==> config.mk <==
export PLATFORM = sky130hd
export DESIGN_NAME = tri_err_capture
export DESIGN_NICKNAME = d
export VERILOG_FILES = /design/src/rtl/tri_err_capture.sv
export SDC_FILE = /design/constraint.sdc
export NUM_CORES = 1
export LEC_CHECK = 0
export CAP_MARGIN = 20
export CORE_AREA = 2 2 39 41
export CTS_CLUSTER_DIAMETER = 60
export DETAILED_ROUTE_END_ITERATION = 8
export DIE_AREA = 0 0 41 43
export HOLD_SLACK_MARGIN = 0.1
export SLEW_MARGIN = 20
export SYNTH_ARGS = -nofsm -noshare
export SYNTH_HDL_FRONTEND = slang
export SYNTH_SLANG_ARGS = --single-unit
==> constraint.sdc <==
create_clock -name clk -period 2.5 [get_ports clk]
set_input_delay 0.375 -clock clk [delete_from_list [all_inputs] [get_ports clk]]
set_output_delay 0.375 -clock clk [all_outputs]
set_load 0.01 [all_outputs]
==> src/rtl/tri_err_capture.sv <==
// Error capture block: per-lane active-low errors, first-error latch,
// sticky accumulation, saturating event counter and a report handshake.
module tri_err_capture #(
    parameter int WIDTH     = 1,
    parameter int CNT_WIDTH = 4
) (
    input  logic                 clk,
    input  logic                 rst_n,
    input  logic [0:WIDTH-1]     err_in_b,
    input  logic [0:WIDTH-1]     mask,
    input  logic                 clr,
    input  logic                 rpt_ack,
    output logic                 rpt_req,
    output logic [0:WIDTH-1]     first_err,
    output logic [0:WIDTH-1]     err_sticky,
    output logic                 err_any,
    output logic [CNT_WIDTH-1:0] err_cnt
);

    localparam logic [1:0] S_IDLE = 2'd0;
    localparam logic [1:0] S_REQ  = 2'd1;
    localparam logic [1:0] S_DONE = 2'd2;

    localparam logic [CNT_WIDTH-1:0] CNT_MAX = {CNT_WIDTH{1'b1}};

    logic [1:0]           state_q, state_d;
    logic                 rpt_req_q, rpt_req_d;
    logic [0:WIDTH-1]     first_err_q, first_err_d;
    logic [0:WIDTH-1]     err_sticky_q, err_sticky_d;
    logic                 err_any_q, err_any_d;
    logic [CNT_WIDTH-1:0] err_cnt_q, err_cnt_d;

    // Errors are qualified straight off the pins; no input register.
    logic [0:WIDTH-1] err_act;
    logic             act_any;
    logic [0:WIDTH-1] lowest;

    assign err_act = ~err_in_b & ~mask;
    assign act_any = |err_act;

    // One-hot of the lowest-index active lane (lane 0 wins).
    always_comb begin
        lowest = '0;
        for (int i = WIDTH - 1; i >= 0; i--) begin
            if (err_act[i]) begin
                lowest    = '0;
                lowest[i] = 1'b1;
            end
        end
    end

    // Report FSM and first-error latch.
    always_comb begin
        state_d     = state_q;
        first_err_d = first_err_q;
        unique case (state_q)
            S_IDLE: begin
                if (act_any) begin
                    state_d     = S_REQ;
                    first_err_d = lowest;
                end else if (clr) begin
                    first_err_d = '0;
                end
            end
            S_REQ: begin
                if (rpt_ack) begin
                    state_d = S_DONE;
                end
            end
            S_DONE: begin
                if (clr) begin
                    if (act_any) begin
                        state_d     = S_REQ;
                        first_err_d = lowest;
                    end else begin
                        state_d     = S_IDLE;
                        first_err_d = '0;
                    end
                end
            end
            default: begin
                state_d     = S_IDLE;
                first_err_d = '0;
            end
        endcase
        rpt_req_d = (state_d == S_REQ);
    end

    // Sticky lanes and saturating event counter; clr restarts both
    // from the current cycle's errors.
    always_comb begin
        err_sticky_d = err_sticky_q | err_act;
        err_cnt_d    = err_cnt_q;
        if (act_any && (err_cnt_q != CNT_MAX)) begin
            err_cnt_d = err_cnt_q + 1'b1;
        end
        if (clr) begin
            err_sticky_d = err_act;
            err_cnt_d    = act_any ? CNT_WIDTH'(1) : '0;
        end
        err_any_d = |err_sticky_d;
    end

    // State registers with asynchronous clear.
    always_ff @(posedge clk or negedge rst_n) begin
        if (!rst_n) begin
            state_q      <= S_IDLE;
            rpt_req_q    <= 1'b0;
            first_err_q  <= '0;
            err_sticky_q <= '0;
            err_any_q    <= 1'b0;
            err_cnt_q    <= '0;
        end else begin
            state_q      <= state_d;
            rpt_req_q    <= rpt_req_d;
            first_err_q  <= first_err_d;
            err_sticky_q <= err_sticky_d;
            err_any_q    <= err_any_d;
            err_cnt_q    <= err_cnt_d;
        end
    end

    assign rpt_req    = rpt_req_q;
    assign first_err  = first_err_q;
    assign err_sticky = err_sticky_q;
    assign err_any    = err_any_q;
    assign err_cnt    = err_cnt_q;

endmodule

; ---- After elaboration in Yosys (flattened, before gate mapping)
; Cells that the tools add are included.
[totals]
reg_bits = 9
inputBits = 6
wordCells = 35
[op_classes]
n_addsub = 1
n_eq_ne = 6
n_mux = 14
bitwise = 5
n_reduce_logical = 4
[op_table]
columns = operator, n
row1 = 2-to-1 mux 4 bit, 2
row2 = 2-to-1 mux 1 bit, 7
row3 = 2-to-1 mux 2 bit, 3
row4 = case mux 2 bit (3 select lines), 1
row5 = adder 4 x 1 -> 4 bit (second input constant), 1
row6 = == test 2 x 1 -> 1 bit (second input constant), 2
row7 = inequality test 4 bit (second input constant), 1
row8 = inequality test 3 bit (second input constant), 1
row9 = inverter 1 bit, 3
row10 = case mux 1 bit (3 select lines), 1
row11 = AND reduction 3 bit, 1
row12 = == test 2 bit (second input constant), 1
row13 = logical NOT 2 bit, 1
row14 = inequality test 2 bit (second input constant), 1
row15 = nonzero test 2 bit, 1
row16 = bitwise AND 1 bit, 1
row17 = logical AND 1 bit, 1
row18 = OR 1 bit, 1

; ---- Logic depth before layout (Yosys ltp)
[logic_depth]
word_depth = 6
depth_mapped = 4

; ---- Worst setup path after synthesis
; OpenSTA, ideal clock, no wires.
[synth_timing]
kind = flip-flop to flip-flop
start = reg err_cnt_q[0], in the netlist err_cnt[0]
end = reg err_cnt_q[0], in the netlist err_cnt[0]
arrival_ns = 1.267
setup_slack_ns = 1.109
stages_incl_launch_ff = 5
path_buffers = 0
synth_period_minus_slack_ns = 1.391
cell_sequence = dfrtp_1 > ha_1 > a311oi_2 > nor3b_1 > a211o_1
[synth_via]
elab_chain_cells = 3
elab_cells_between_ends = 6
cone_classes = 1 x add/sub / 1 x eq/ne / 2 x mux / 2 x reduce/logical
[synth_lines]
columns = item, line
row1 = from (decl), 31  ; logic [CNT_WIDTH-1:0] err_cnt_q, err_cnt_d;
row2 = from (signal assigned), 119  ; err_cnt_q <= err_cnt_d;
row3 = adder 4 x 1 -> 4 bit or inequality test 4 bit (tied branches), "95, 94"
row4 = 2-to-1 mux 4 bit or logical AND 1 bit (tied branches), 94  ; if (act_any && (err_cnt_q != CNT_MAX)) begin
row5 = 2-to-1 mux 4 bit or nonzero test 2 bit (tied branches), --
; Parallel ways exist; a longest one is shown, timed or not. The select of a mux whose other input is x is not followed.
; A chain may end at the register's enable or synchronous reset.

; ---- Final worst setup path
[layout_timing]
start = reg err_cnt_q[2], in the netlist err_cnt[2]
end = out err_cnt[2]
[layout_lines]
columns = item, line
row1 = to (decl), 17  ; output logic [CNT_WIDTH-1:0] err_cnt
; No word-level cell between the ends.

==> impl_metrics.tcl <==
set metrics [dict create \
    synth_edf_count 0 \
    path_clk_slew_ns 0.06 \
    worst-endpoint-required_ns 2.12 \
    nets 65 \
    gp_congestion 0.764 \
    fmax_mhz 613 \
    core_um2 1380 \
    diodes 0 \
    p_seq_frac 0.480 \
    area_growth_pct 37.0 \
    synth_area_per_cell_um2 10.5 \
    drcViolationCount 0 \
    die_y_um 43 \
    drive_gt1_frac 0.0877 \
    synth_seq_cells 9 \
    crit_chain "clkdlybuf4s50_1" \
    port-buffer-count 13 \
    outcome "finished, final reports clean" \
    rows 14 \
    clockBufferDepth 2 \
    synthArstFlopShare 1.00 \
    hp-class "in2async" \
    slew_headroom 0.716 \
    wirelength_um 893 \
    antenna_found_initial 0 \
    cts_made_buffers 3 \
    arrival_ns 1.26 \
    path_delay_family "buffers and inverters" \
    power_density_nw_per_um2 663 \
    die_width_um 41 \
    cts-resized-gates 0 \
    overflow 0 \
    end_kind "primary output" \
    dp_cells 69 \
    viasPerCell 4.99 \
    skew_ns 0.00512 \
    ant_nets 0 \
    cts_tree "yes" \
    slowest_stage "clkdlybuf4s50_1" \
    htree_levels 1 \
    start_util 0.320 \
    drv_cap 0 \
    hold_violations 0 \
    synth_fp_nets 49 \
    slew_viol_final 0 \
    synthDominantCellAreaShare 0.508 \
    synth_top_area_cell "dfrtp_1" \
    path_max_fanout 6 \
    cts.sinks 9 \
    ctsRootBufferMaster "clkbuf_4" \
    synth_commonest_cells "dfrtp_1 (9), a21oi_1 (4), nand2_1 (3), nor2_1 (3), o21ai_0 (3)" \
    irDropWorstVdd_v 0.000351 \
    synth_cell_types 21 \
    place_ws_ns 0.834 \
    finalSetupViolations 0 \
    grt_usage 0.136 \
    cts_setup_buffers 0 \
    switching_share 0.281 \
    ys_seq_area_frac 0.508 \
    fin_cells 73 \
    yosysMostFrequentCell "dfrtp_1" \
    synth.top_cells.by_area "dfrtp_1 (51%), a21oi_1 (4.5%), mux2i_1 (4.5%), a311oi_1 (4.0%), o21ai_0 (3.4%)" \
    io-pin-count 14 \
    startpoint_type "flip-flop" \
    drtIter0Drc 0 \
    cts_hold_buffers 0 \
    critPathKind "reg2out" \
    worst_pin_slew_ns 0.424 \
    ys_warn_count 0 \
    min_period_over_period 0.652 \
    p_int_mw 0.289 \
    dp_hpwl_um 683 \
    crit_buf_inv 1 \
    p_comb_frac 0.245 \
    tns_ns 0 \
    rsz0062_at_grt "no" \
    dieArea_um2 1760 \
    firstDrtPassIters 1 \
    fin_ws_ns 0.869 \
    p_leak_nw 0.264 \
    p_sw_mw 0.113 \
    netlist_instances 42 \
    worst_skew_pair.late_latency_ns 0.26 \
    netlist_area_um2 443 \
    min_period_ns 1.63 \
    grt_max_degree 10 \
    clkPwrFrac 0.275 \
    synthFlopType "dfrtp_1" \
    first_global_vias 381 \
    grt_pass1_wl_mm 1.55 \
    wire_per_inst_um 12.2 \
    via_count 364 \
    max_stage_delay_ns 0.57 \
]
cells by family (layout without fill, tap and decap cells):
kind of cell,Yosys count,after routing,synth area share
AOI/OAI and AO/OA,12,12,0.186
and+or+nand+nor,14,14,0.186
DFF,9,9,0.508
adders and majority gates,1,1,0.0282
buffers and inverters,4,19,0.0452
muxes,2,2,0.0452
per-layer routing:
layer / GRT usage / wire length (um) / up-vias / share of wire
met2: 0.188 / 407 / 10 / 0.46
met5: 0 / 0 / - / 0
met1: 0.166 / 410 / 168 / 0.46
li1: - / - / 184 / -
met4: 0.0600 / 13 / 0 / 0.015
met3: 0.0785 / 62 / 2 / 0.069
registers in the layout, summed over array words and instances, names as in the netlist:
register,cells
err_any,1
err_cnt,4
first_err,1
rpt_req,1
state_q,2
per-stage QoR:
stage	utilization	hold WS [ns]	total power [mW]	cell area [um^2]
after CTS	0.439	0.432	0.408	607
after global routing	0.439	0.458	0.432	607
after detailed placement	0.420	0.524	0.296	581
final	0.439	0.417	0.402	607
after floorplan	-	0.0794	0.239	443
after global placement	0.420	0.504	0.293	581
layout by cell type, fill, tap and decap left out, types with 2 or more instances in the layout:
master / count
a21oi_1: 4
a311oi_1: 2
clkbuf_4: 3
clkdlybuf4s50_1: 13
dfrtp_1: 9
inv_1: 2
mux2i_1: 2
nand2_1: 3
nor2_1: 3
nor3_1: 2
o21ai_0: 3
power groups by stage:
stage	logic, mW	registers, mW	clock network [mW]
after detailed placement	0.0990	0.197	0
after global placement	0.0969	0.196	0
after CTS	0.0998	0.194	0.114
after floorplan	0.0391	0.200	0
after global routing	0.110	0.199	0.123
final	0.0986	0.193	0.111
final timing paths:
kind | end | start | cells past startpoint | slack (ns)
max | err_cnt[2] | err_cnt[2] | 1 | 0.87
min | first_err | rst_n | 1 | 0.42
max reg2reg | err_cnt[0] | err_cnt[0] | 4 | 1.05
min reg2reg | state_q[0] | state_q[1] | 1 | 0.52
max in group asynchronous | err_cnt[2] | rst_n | 1 | 1.78
min in group clk | state_q[0] | state_q[1] | 1 | 0.52
layout make-up:
cell class | instances | area [um^2]
inverter | 2 | 7.51
tap | 16 | 20.0
clock buffer | 4 | 26.3
sequential | 9 | 225
fill | 160 | 777
multi-input combinational | 29 | 198
timing repair buffer | 13 | 130
(Power assumes the default switching activity.)
